## src/rtl/btn_conditioner.sv

```systemverilog
// Button conditioner: per-channel synchronizer, debouncer, edge pulses and auto-repeat.
// Every channel is independent and all state is clocked by MCLK with synchronous reset.

module btn_channel #(
  parameter int ACTIVE_LOW    = 1,
  parameter int DB_CYCLES     = 500000,
  parameter int REPEAT_DELAY  = 25000000,
  parameter int REPEAT_PERIOD = 5000000,
  parameter bit REPEAT_EN     = 1'b1
) (
  input  logic       clk,
  input  logic       rst,
  input  logic       raw,
  output logic       level,
  output logic       press,
  output logic       rls,
  output logic       rpt,
  output logic [1:0] state
);

  localparam int CW       = $clog2(DB_CYCLES);
  localparam int HOLD_MAX = (REPEAT_DELAY > REPEAT_PERIOD) ? REPEAT_DELAY : REPEAT_PERIOD;
  localparam int HW       = $clog2(HOLD_MAX);

  localparam logic          RAW_IDLE    = (ACTIVE_LOW != 0);
  localparam logic [CW-1:0] DB_LAST     = CW'(DB_CYCLES - 1);
  localparam logic [HW-1:0] DELAY_LAST  = HW'(REPEAT_DELAY - 1);
  localparam logic [HW-1:0] PERIOD_LAST = HW'(REPEAT_PERIOD - 1);

  typedef enum logic [1:0] {
    IDLE  = 2'd0,
    DELAY = 2'd1,
    RPT   = 2'd2
  } rpt_state_e;

  logic          sync1_q;
  logic          sync2_q;
  logic          s;
  logic [CW-1:0] stab_q;
  logic          accept;
  logic          press_evt;
  logic          release_evt;

  rpt_state_e    state_q;
  rpt_state_e    state_d;
  logic [HW-1:0] hold_q;
  logic [HW-1:0] hold_d;
  logic          rpt_d;

  // s is the synchronized level in "1 = pressed" polarity.
  assign s           = (ACTIVE_LOW != 0) ? ~sync2_q : sync2_q;
  assign accept      = (s != level) && (stab_q == DB_LAST);
  assign press_evt   = accept & ~level;
  assign release_evt = accept & level;

  always_ff @(posedge clk) begin
    if (rst) begin
      sync1_q <= RAW_IDLE;
      sync2_q <= RAW_IDLE;
      stab_q  <= '0;
      level   <= 1'b0;
      press   <= 1'b0;
      rls     <= 1'b0;
    end else begin
      sync1_q <= raw;
      sync2_q <= sync1_q;
      press   <= press_evt;
      rls     <= release_evt;
      if ((s == level) || accept) begin
        stab_q <= '0;
      end else begin
        stab_q <= stab_q + 1'b1;
      end
      if (accept) begin
        level <= ~level;
      end
    end
  end

  always_ff @(posedge clk) begin
    if (rst) begin
      state_q <= IDLE;
      hold_q  <= '0;
      rpt     <= 1'b0;
    end else begin
      state_q <= state_d;
      hold_q  <= hold_d;
      rpt     <= rpt_d;
    end
  end

  // A release always wins over a terminal hold count, so no repeat fires on release.
  always_comb begin
    state_d = state_q;
    hold_d  = hold_q;
    rpt_d   = 1'b0;
    if (!REPEAT_EN) begin
      state_d = IDLE;
      hold_d  = '0;
      rpt_d   = press_evt;
    end else begin
      case (state_q)
        IDLE: begin
          hold_d = '0;
          if (press_evt) begin
            state_d = DELAY;
            rpt_d   = 1'b1;
          end
        end
        DELAY: begin
          if (release_evt) begin
            state_d = IDLE;
            hold_d  = '0;
          end else if (hold_q == DELAY_LAST) begin
            state_d = RPT;
            hold_d  = '0;
            rpt_d   = 1'b1;
          end else begin
            hold_d = hold_q + 1'b1;
          end
        end
        RPT: begin
          if (release_evt) begin
            state_d = IDLE;
            hold_d  = '0;
          end else if (hold_q == PERIOD_LAST) begin
            hold_d = '0;
            rpt_d  = 1'b1;
          end else begin
            hold_d = hold_q + 1'b1;
          end
        end
        default: begin
          state_d = IDLE;
          hold_d  = '0;
        end
      endcase
    end
  end

  assign state = state_q;

endmodule

module btn_conditioner #(
  parameter int               N_BTN         = 4,
  parameter int               ACTIVE_LOW    = 1,
  parameter int               DB_CYCLES     = 500000,
  parameter int               REPEAT_DELAY  = 25000000,
  parameter int               REPEAT_PERIOD = 5000000,
  parameter logic [N_BTN-1:0] REPEAT_MASK   = 4'b1100
) (
  input  logic                 MCLK,
  input  logic                 RST,
  input  logic [N_BTN-1:0]     BT,
  output logic [N_BTN-1:0]     BT_LEVEL,
  output logic [N_BTN-1:0]     BT_PRESS,
  output logic [N_BTN-1:0]     BT_RELEASE,
  output logic [N_BTN-1:0]     BT_REPEAT,
  output logic [2*N_BTN-1:0]   dbg_state
);

  // dbg_state packs each channel's repeat state (0 idle, 1 delay, 2 repeating), channel 0 lowest.
  for (genvar i = 0; i < N_BTN; i++) begin : g_ch
    logic [1:0] ch_state;

    btn_channel #(
      .ACTIVE_LOW   (ACTIVE_LOW),
      .DB_CYCLES    (DB_CYCLES),
      .REPEAT_DELAY (REPEAT_DELAY),
      .REPEAT_PERIOD(REPEAT_PERIOD),
      .REPEAT_EN    (REPEAT_MASK[i])
    ) u_ch (
      .clk  (MCLK),
      .rst  (RST),
      .raw  (BT[i]),
      .level(BT_LEVEL[i]),
      .press(BT_PRESS[i]),
      .rls  (BT_RELEASE[i]),
      .rpt  (BT_REPEAT[i]),
      .state(ch_state)
    );

    assign dbg_state[2*i +: 2] = ch_state;
  end

endmodule

```

## config.mk

```make
export PLATFORM = sky130hd
export DESIGN_NAME = btn_conditioner
export DESIGN_NICKNAME = d
export VERILOG_FILES = /design/src/rtl/btn_conditioner.sv
export SDC_FILE = /design/constraint.sdc
export NUM_CORES = 1
export LEC_CHECK = 0
export CAP_MARGIN = 0
export CORE_ASPECT_RATIO = 2
export CORE_UTILIZATION = 55
export CTS_CLUSTER_SIZE = 12
export DETAILED_ROUTE_END_ITERATION = 10
export PLACE_DENSITY = 0.86
export SYNTH_ARGS = -nofsm -noshare
export SYNTH_HDL_FRONTEND = slang
export SYNTH_SLANG_ARGS = --single-unit
```

## constraint.sdc

```tcl
create_clock -name MCLK -period 2.06 [get_ports MCLK]
set_input_delay 0.206 -clock MCLK [delete_from_list [all_inputs] [get_ports MCLK]]
set_output_delay 0.206 -clock MCLK [all_outputs]
set_load 0.02 [all_outputs]
```

---- Word level (Yosys, flattened, before mapping) ----
Cells that the tools add are included.
word-level totals
  logic and storage cells ................. 126
  register bits after elaboration ......... 152
  output and inout port bits .............. 24
  input port bits ......................... 6
operators by class
  mux-type cells .......................... 32
  bitwise logic cells ..................... 16
  equal/unequal tests ..................... 26
  reductions and logical operators ........ 16
  add/sub/neg operators ................... 6
operator list
  kind                                                                     number
  25-bit two-way mux                                                       8
  25-bit case mux with 2 select lines                                      2
  19-bit by 1-bit adder with 19-bit output, second input constant          4
  19-bit == test, second input constant                                    4
  25-bit by 1-bit adder with 25-bit output, second input constant          2
  25-bit by 23-bit == test with 1-bit output, second input constant        2
  25-bit == test, second input constant                                    2
  2-bit two-way mux                                                        8
  2-bit case mux with 3 select lines                                       2
  1-bit two-way mux                                                        10
  1-bit AND                                                                8
  2-bit by 1-bit inequality test with 1-bit output, second input constant  4
  1-bit inverter                                                           8
  2-bit OR reduction                                                       4
  3-bit by 1-bit inequality test with 1-bit output, second input constant  2
  1-bit case mux with 3 select lines                                       2
  3-bit AND reduction                                                      2
  1-bit == test                                                            4
  2-bit by 1-bit == test with 1-bit output, second input constant          2
  2-bit == test, second input constant                                     2
  1-bit logical AND                                                        4
  2-bit logical NOT                                                        2
  1-bit logical OR                                                         4
  1-bit inequality test                                                    4

---- Longest topological paths before layout ----
Gate-level depths: netlist (run 1).
  depth in word-level cells ............... 6
  depth in mapped cells ................... 8
  gate-level depth less buffers ........... 7

---- Cells and area by module ----
A second synthesis (run 1) with hierarchy kept.
unflattened totals
  cell total of the unflattened synthesis .. 777
  area total of the unflattened synthesis .. 7048.0 µm²
modules (own cells, without submodules)
  module                          cells each  seq. area each (µm²)  area an instance (µm²)  times used
  btn_channel (g_ch[3].u_ch)      277         1041.0                2482.4                  1
  btn_channel (g_ch[2].u_ch)      270         1041.0                2468.6                  1
  btn_channel (g_ch[0].u_ch ...)  115         480.5                 1048.5                  2

---- Worst setup path before layout (run 1) ----
No wires, ideal clock.
  path type ............................... register -> register
  start point ............................. register g_ch[2].u_ch.hold_q[10]
  end point ............................... register g_ch[2].u_ch.rpt
  clock period less this slack ............ 2.232 ns
  library setup time ...................... 0.096 ns
  data arrival time ....................... 2.136 ns
  path slack .............................. -0.172 ns
  path buffers ............................ 0
  stages on the path, launching flop included .. 6
  required time ........................... 1.964 ns
  cell sequence ........................... dfxtp_1 > or4b_1 > or4_4 > or4_4 > a21boi_1 > o41ai_2
between the ends
  word-level cells in the longest chain between the ends .. 4
  elaborated cells between the ends (all ways) .. 7
  classes of those cells .................. 2 x eq/ne; 5 x mux
RTL lines
  what                                                                          line      text
  from (decl)                                                                   46        logic [HW-1:0] hold_q;
  from (signal assigned)                                                        87        hold_q <= hold_d;
  25-bit by 23-bit == test with 1-bit output or 25-bit == test (tied branches)  126, 114
  1-bit two-way mux (on tied branches)                                          126, 114
  1-bit two-way mux (on tied branches)                                          123, 111
  1-bit case mux with 3 select lines (*)                                        102       case (state_q)
  to (signal assigned)                                                          88        rpt <= rpt_d;
  to (decl)                                                                     17        output logic rpt,
Mark *: on every way between the ends. The rest lies on a longest branch, timed or not.
A chain may end at the register's enable or synchronous reset.

---- Worst setup path after layout (run 1) ----
Ends and elaborated chain as after synthesis.

==> results.toml, run 1 <==
[run_status]
status = "finished, violations left"
violations = "negative setup slack"

[place]
placed_cells = 991
post_dp_cell_area_um2 = 7600
dpl_worst_slack_ns = -0.189
portBuffers = 25
dpl.hpwl_mm = 10.1
gp_congestion = 0.856

[detailed_routing]
num_vias = 5888
drc = 0
wl_per_cell_um = 15.6
vias_per_cell = 5.73
ant_nets = 0
drt_iter0_drc = 341
drt_pre_antenna_iters = 5
drt_wl_total_mm = 16.1

[global_route]
antenna_found_initial = 0
grt_max_degree = 36
grt_pass1_vias = 6005
grt-ovfl-total = 0
grt_pass1_wl_mm = 26.2
grt_usage_pct = 25.6

[timing]
finalCritPeriodShare_pct = 108
setup_viol_count_final = 48
holdWs_ns = 0.373
min_period_ns = 2.23
finalHoldViolCount = 0
rsz0062_at_grt = "yes"
slew_violations = 0
fin_worst_skew_ns = 0.0116
fmax_mhz = 448
worst_slack_ns = -0.171

[worst_setup_path]
path_max_fanout = 4
cp_slowest_cell = "or4_4"
startpoint_type = "register"
cp_cell_sequence = "or4b_1 > or4_4 > or4_4 > a21boi_4 > o41ai_2"
path_common_cell = "or4_4"
reg2reg_depth = 5
end_kind = "register"
worstPathArrival_ns = 2.55
path_buf_inv = 0
required_ns = 2.38
slowest_delay_ns = 0.53
crit_type = "register to register"
cpLargestDelayFamily = "simple AND/OR/NAND/NOR gates"
cp.depth = 5

[logic_synthesis]
synth_edf_count = 0
synth_cell_types = 53
yosys.area.top_type_share_pct = 43.4
synth_top_area_cell = "dfxtp_1"
synth_flop_cell = "dfxtp_1"
synth_common_cells = "nor2_1 (168), dfxtp_1 (152), xnor2_1 (63)"
async_flop_share_pct = 0
yosysMostFrequentCell = "nor2_1"
synthCells = 810
synth_warnings = 0
syn_area_per_cell_um2 = 8.65
ys_seq_elements = 152
netlist_area_um2 = 7010
ys_seq_area_share_pct = 43.4
synth.area.top_cells = "dfxtp_1 (43%), nor2_1 (9.0%), xnor2_1 (7.9%), xor2_1 (6.6%), nand3_1 (4.2%)"

[floorplan]
fp.dieH_um = 162
initial_utilization_pct = 56.1
ioPinCount = 30
dieWidth_um = 81.8
core_area_um2 = 12500
rows = 58
die_area_um2 = 13200

[layout]
nNetsFinal = 885
stdcell_count = 1028
area_growth_pct = 20.3
seq_area_um2 = 3040
drive_gt1_share_pct = 15.1
multi_input_area_um2 = 3800
fillCellCount = 910
diodes = 0
design_area_um2 = 8430

[pwr]
power_density_nw_per_um2 = 712
power_leakage_nw = 2.73
power.total_w = 0.00600
ir_worst_vdd_mv = 0.696

[clock_tree]
insertion_delay_ns = 0.43
cts_made_buffers = 17
clockBufferDepth = 2
root_buffer = "clkbuf_16"
cts_tree = "yes"
clkSinkCount = 152
ctsHtreeMaxLevel = 4
hold_buffers = 0
clkTransAtPathRegs_ns = 0.06

[flow_run]
maxCapViolations = 0

[worst_hold_path]
hold_class = "input pin to register"
whs_path_depth = 2
[per-stage QoR]
| stage | setup TNS (ns) | utilization (%) |
|---|---|---|
| after global placement | -1.99 | 60.9 |
| after global routing | -7.88 | 67.5 |
| final | -5.69 | 67.5 |
| after floorplan | -3.32 | - |
| after CTS | -6.60 | 66.9 |
| after detailed placement | -4.18 | 60.9 |
[layer usage]
metal / GRT usage (%) / routed length (um) / vias to the layer above
met1: 24.7 / 5920 / 2788
met5: 0 / 0 / -
met3: 6.21 / 622 / 73
li1: - / - / 2847
met2: 47.4 / 8710 / 180
met4: 13.8 / 805 / 0
[worst paths after layout]
| kind | startpoint | end | slack [ns] |
|---|---|---|---|
| worst max register to register | g_ch[2].u_ch.hold_q[10] | g_ch[2].u_ch.rpt | -0.17 |
| worst min register to register | g_ch[1].u_ch.sync1_q | g_ch[1].u_ch.sync2_q | 0.41 |
| worst max-delay path | g_ch[2].u_ch.hold_q[10] | g_ch[2].u_ch.rpt | -0.17 |
| worst min-delay path | BT[0] | g_ch[0].u_ch.sync1_q | 0.37 |
[repair_timing]
item,CTS,global route
gates cloned,3,0
pin swaps,9,12
setup buffers,2,2
setup endpoints to repair,55,74
gates resized for setup,15,32
[flip-flops by register name, summed over array words and instances, names as in the netlist, 4 cells and up]
signal,flops
g_ch.u_ch.stab_q,76
g_ch.u_ch.sync2_q,4
g_ch.u_ch.hold_q,50
g_ch.u_ch.rls,4
g_ch.u_ch.level,4
g_ch.u_ch.press,4
g_ch.u_ch.state,4
g_ch.u_ch.sync1_q,4
[worst reg2reg max path, stage by stage, from the launching register on]
cell and delay, ns:
dfxtp_1 0.30, or4b_1 0.50, or4_4 0.53, or4_4 0.44, a21boi_4 0.15, o41ai_2 0.21
[kinds of logic after synthesis]
logic type | share of synthesized area, %
compound gates | 3.21
xor+xnor | 14.5
fa+ha+maj | 2.50
buf+inv | 4.80
flops | 43.4
mux | 0.143
other cells | 0.0535
simple gates | 31.3
[area by class of cell]
| type | count | share of cell area (%) |
|---|---|---|
| timing repair buffer | 74 | 8.79 |
| multi-input combinational | 596 | 45.1 |
| tap | 150 | 2.23 |
| clock buffer | 19 | 5.26 |
| clock inverter | 13 | 1.45 |
| inverter | 24 | 1.07 |
| sequential | 152 | 36.1 |
[power breakdown]
part	switching [W]	internal, W	total, W
registers	0.00000738	0.00295	0.00296
logic	0.0000375	0.0000271	0.0000646
clock network	0.00128	0.00170	0.00298
[layout by cell type (no fill, tap or decap), drive strengths merged, types with 5 or more instances in the layout]
master,instances
nand4,17
nand4b,5
dfxtp,152
and3,17
inv,27
clkdlybuf4s50,25
xor2,53
nor4b,7
or3,6
clkinv,5
nor3,24
nand3,59
nor2,168
nand2,52
nor4bb,5
nor4,15
buf,49
ha,14
and4,15
clkbuf,19
xnor2,63
or4,11
or2,13
Note: power is estimated with default switching activity, not from simulation.
==> inputs of run 2 (changes only) <==
--- a/config.mk
+++ b/config.mk
@@ -10,6 +10,7 @@
 export CORE_UTILIZATION = 55
 export CTS_CLUSTER_SIZE = 12
 export DETAILED_ROUTE_END_ITERATION = 10
+export GPL_TIMING_DRIVEN = 0
 export PLACE_DENSITY = 0.86
 export SYNTH_ARGS = -nofsm -noshare
 export SYNTH_HDL_FRONTEND = slang
==> constraint.sdc (replaced) <==
create_clock -name MCLK -period 2.06 [get_ports MCLK]
set_input_delay 0.412 -clock MCLK [delete_from_list [all_inputs] [get_ports MCLK]]
set_output_delay 0.412 -clock MCLK [all_outputs]
set_load 0.02 [all_outputs]
==> results.toml, run 2 (synthesis gave the netlist of run 1 again) <==
[worst_setup_path]
worstPathArrival_ns = 2.66
r2r_setup_slack_ns = -0.28
rr_startpoint = "g_ch[2].u_ch.hold_q[17]"
crit_type = "register to register"
end_kind = "register"
timing.rr.end = "g_ch[2].u_ch.hold_q[18]"
reg2reg_depth = 7
startpoint_type = "register"
path_max_fanout = 6
required_ns = 2.37

[layout]
regMostFlops = "g_ch.u_ch.stab_q"
reg_top3 = "g_ch.u_ch.stab_q x76, g_ch.u_ch.hold_q x50"
area_growth_pct = 23.8
nNetsFinal = 897
drive_gt1_share_pct = 20.2
most-common-layout-cells = "dfxtp_1 (139), nor2_1 (136), xnor2_1 (63)"
final_common_cell = "dfxtp_1"
diodes = 0
largest_reg_flops = 76

[global_route]
grt_max_degree = 17
antenna_found_initial = 0
grt_pass1_vias = 6106
grt-ovfl-total = 0
grt_pass1_wl_mm = 27.3
grt_usage_pct = 26.4

[clock_tree]
clkSinkCount = 152
clkTransAtPathRegs_ns = 0.06
insertion_delay_ns = 0.43
cts_made_buffers = 17
root_buffer = "clkbuf_16"
cts_tree = "yes"
clockBufferDepth = 2
ctsHtreeMaxLevel = 4

[pwr]
pwr-share-clk_pct = 52.9
p_sw_share_pct = 19.7
internal-power_w = 0.00516
ir_worst_vdd_mv = 0.735
p_sw_w = 0.00126
power_leakage_nw = 2.84
power.share.sequential_pct = 46.0
power.total_w = 0.00642
combPwrFrac_pct = 1.2
power_density_nw_per_um2 = 741

[timing]
worst_slack_ns = -0.282
setup_tns_ns = -7.64
fmax_mhz = 427
min_period_ns = 2.34
rsz0062_at_grt = "yes"
finalHoldViolCount = 0
fin_worst_skew_ns = 0.00819
setup_viol_count_final = 51
finalCritPeriodShare_pct = 114
slew_violations = 0

[floorplan]
initial_utilization_pct = 56.1
dieWidth_um = 81.8
ioPinCount = 30
rows = 58
fp.dieH_um = 162
die_area_um2 = 13200
core_area_um2 = 12500

[place]
dpl.hpwl_mm = 10.1
portBuffers = 25
gp_congestion = 0.864

[detailed_routing]
drt_iter0_drc = 408
drc = 0
ant_nets = 0
vias_per_cell = 5.84
drt_pre_antenna_iters = 5
wl_per_cell_um = 16.4
num_vias = 6072
drt_wl_total_mm = 17.0

[run_status]
status = "finished, violations left"
violations = "negative setup slack"

[worst_hold_path]
hold_class = "register to register"
min_from = "g_ch[3].u_ch.sync1_q"
whs_path_depth = 1
holdPathEnd = "g_ch[3].u_ch.sync2_q"

[flow_run]
maxCapViolations = 0
==> run 2: repair_timing <==
action / 4_1_cts / 5_1_grt
hold buffers: 0 / 0
resized for setup: 55 / 61
setup endpoints to repair: 104 / 99
buffers inserted: 13 / 7
pin swaps: 26 / 21
gates cloned: 4 / 0
==> run 2: per-layer routing <==
layer	vias up	part of all wire [%]	track usage, %
met1	2931	37	25.8
met2	213	55	47.9
li1	2861	-	-
met4	0	4.3	15.4
met3	67	4.0	6.44
met5	-	0	0
==> run 2: how the worst max path moves through the flow <==
stage / startpoint / to / slack [ns] / depth (start not counted)
2_1_floorplan: g_ch[2].u_ch.hold_q[10] / g_ch[2].u_ch.rpt / -0.17 / 5
3_3_place_gp: g_ch[2].u_ch.hold_q[10] / g_ch[2].u_ch.hold_q[24] / -0.47 / 6
3_5_place_dp: g_ch[2].u_ch.hold_q[10] / g_ch[2].u_ch.hold_q[24] / -0.50 / 6
4_1_cts: g_ch[2].u_ch.hold_q[10] / g_ch[2].u_ch.hold_q[20] / -0.24 / 7
5_1_grt: g_ch[2].u_ch.hold_q[10] / g_ch[2].u_ch.hold_q[20] / -0.31 / 7
6_report: g_ch[2].u_ch.hold_q[17] / g_ch[2].u_ch.hold_q[18] / -0.28 / 7
==> run 2: area by class of cell <==
type	count	area, um2
buffer	37	268
clock buffer	24	502
clock inverter	7	139
fill	846	3810
inverter	24	90.1
multi-input combinational	596	3950
sequential	152	3070
tap	150	188
timing repair buffer	49	473
==> run 2: worst max-delay path, stage by stage (launching register included) <==
cell,delay (ns)
dfxtp_4,0.34
or3b_4,0.42
or4_4,0.59
o41ai_4,0.31
a2111o_1,0.26
buf_12,0.15
buf_8,0.13
nor2_2,0.03
==> run 2: per-stage QoR <==
| step | worst slack [ns] | utilization, % | instances | cell area (um2) | hold WS [ns] |
|---|---|---|---|---|---|
| 4_1_cts | -0.241 | 67.3 | 1033 | 8400 | 0.423 |
| 3_5_place_dp | -0.504 | 59.8 | 988 | 7470 | 0.397 |
| 3_3_place_gp | -0.468 | 59.8 | 988 | 7470 | 0.394 |
| 2_1_floorplan | -0.172 | - | 813 | 7030 | 0.389 |
| 5_1_grt | -0.308 | 69.5 | 1039 | 8670 | 0.424 |
| 6_report | -0.282 | 69.5 | 1039 | 8670 | 0.425 |
==> run 2: power by group through the flow <==
stage	combinational, W	sequential, W	clock (W)
2_1_floorplan	0.0000458	0.00302	0
3_3_place_gp	0.0000651	0.00302	0
3_5_place_dp	0.0000667	0.00302	0
4_1_cts	0.0000709	0.00295	0.00340
5_1_grt	0.0000816	0.00295	0.00354
6_report	0.0000751	0.00295	0.00340
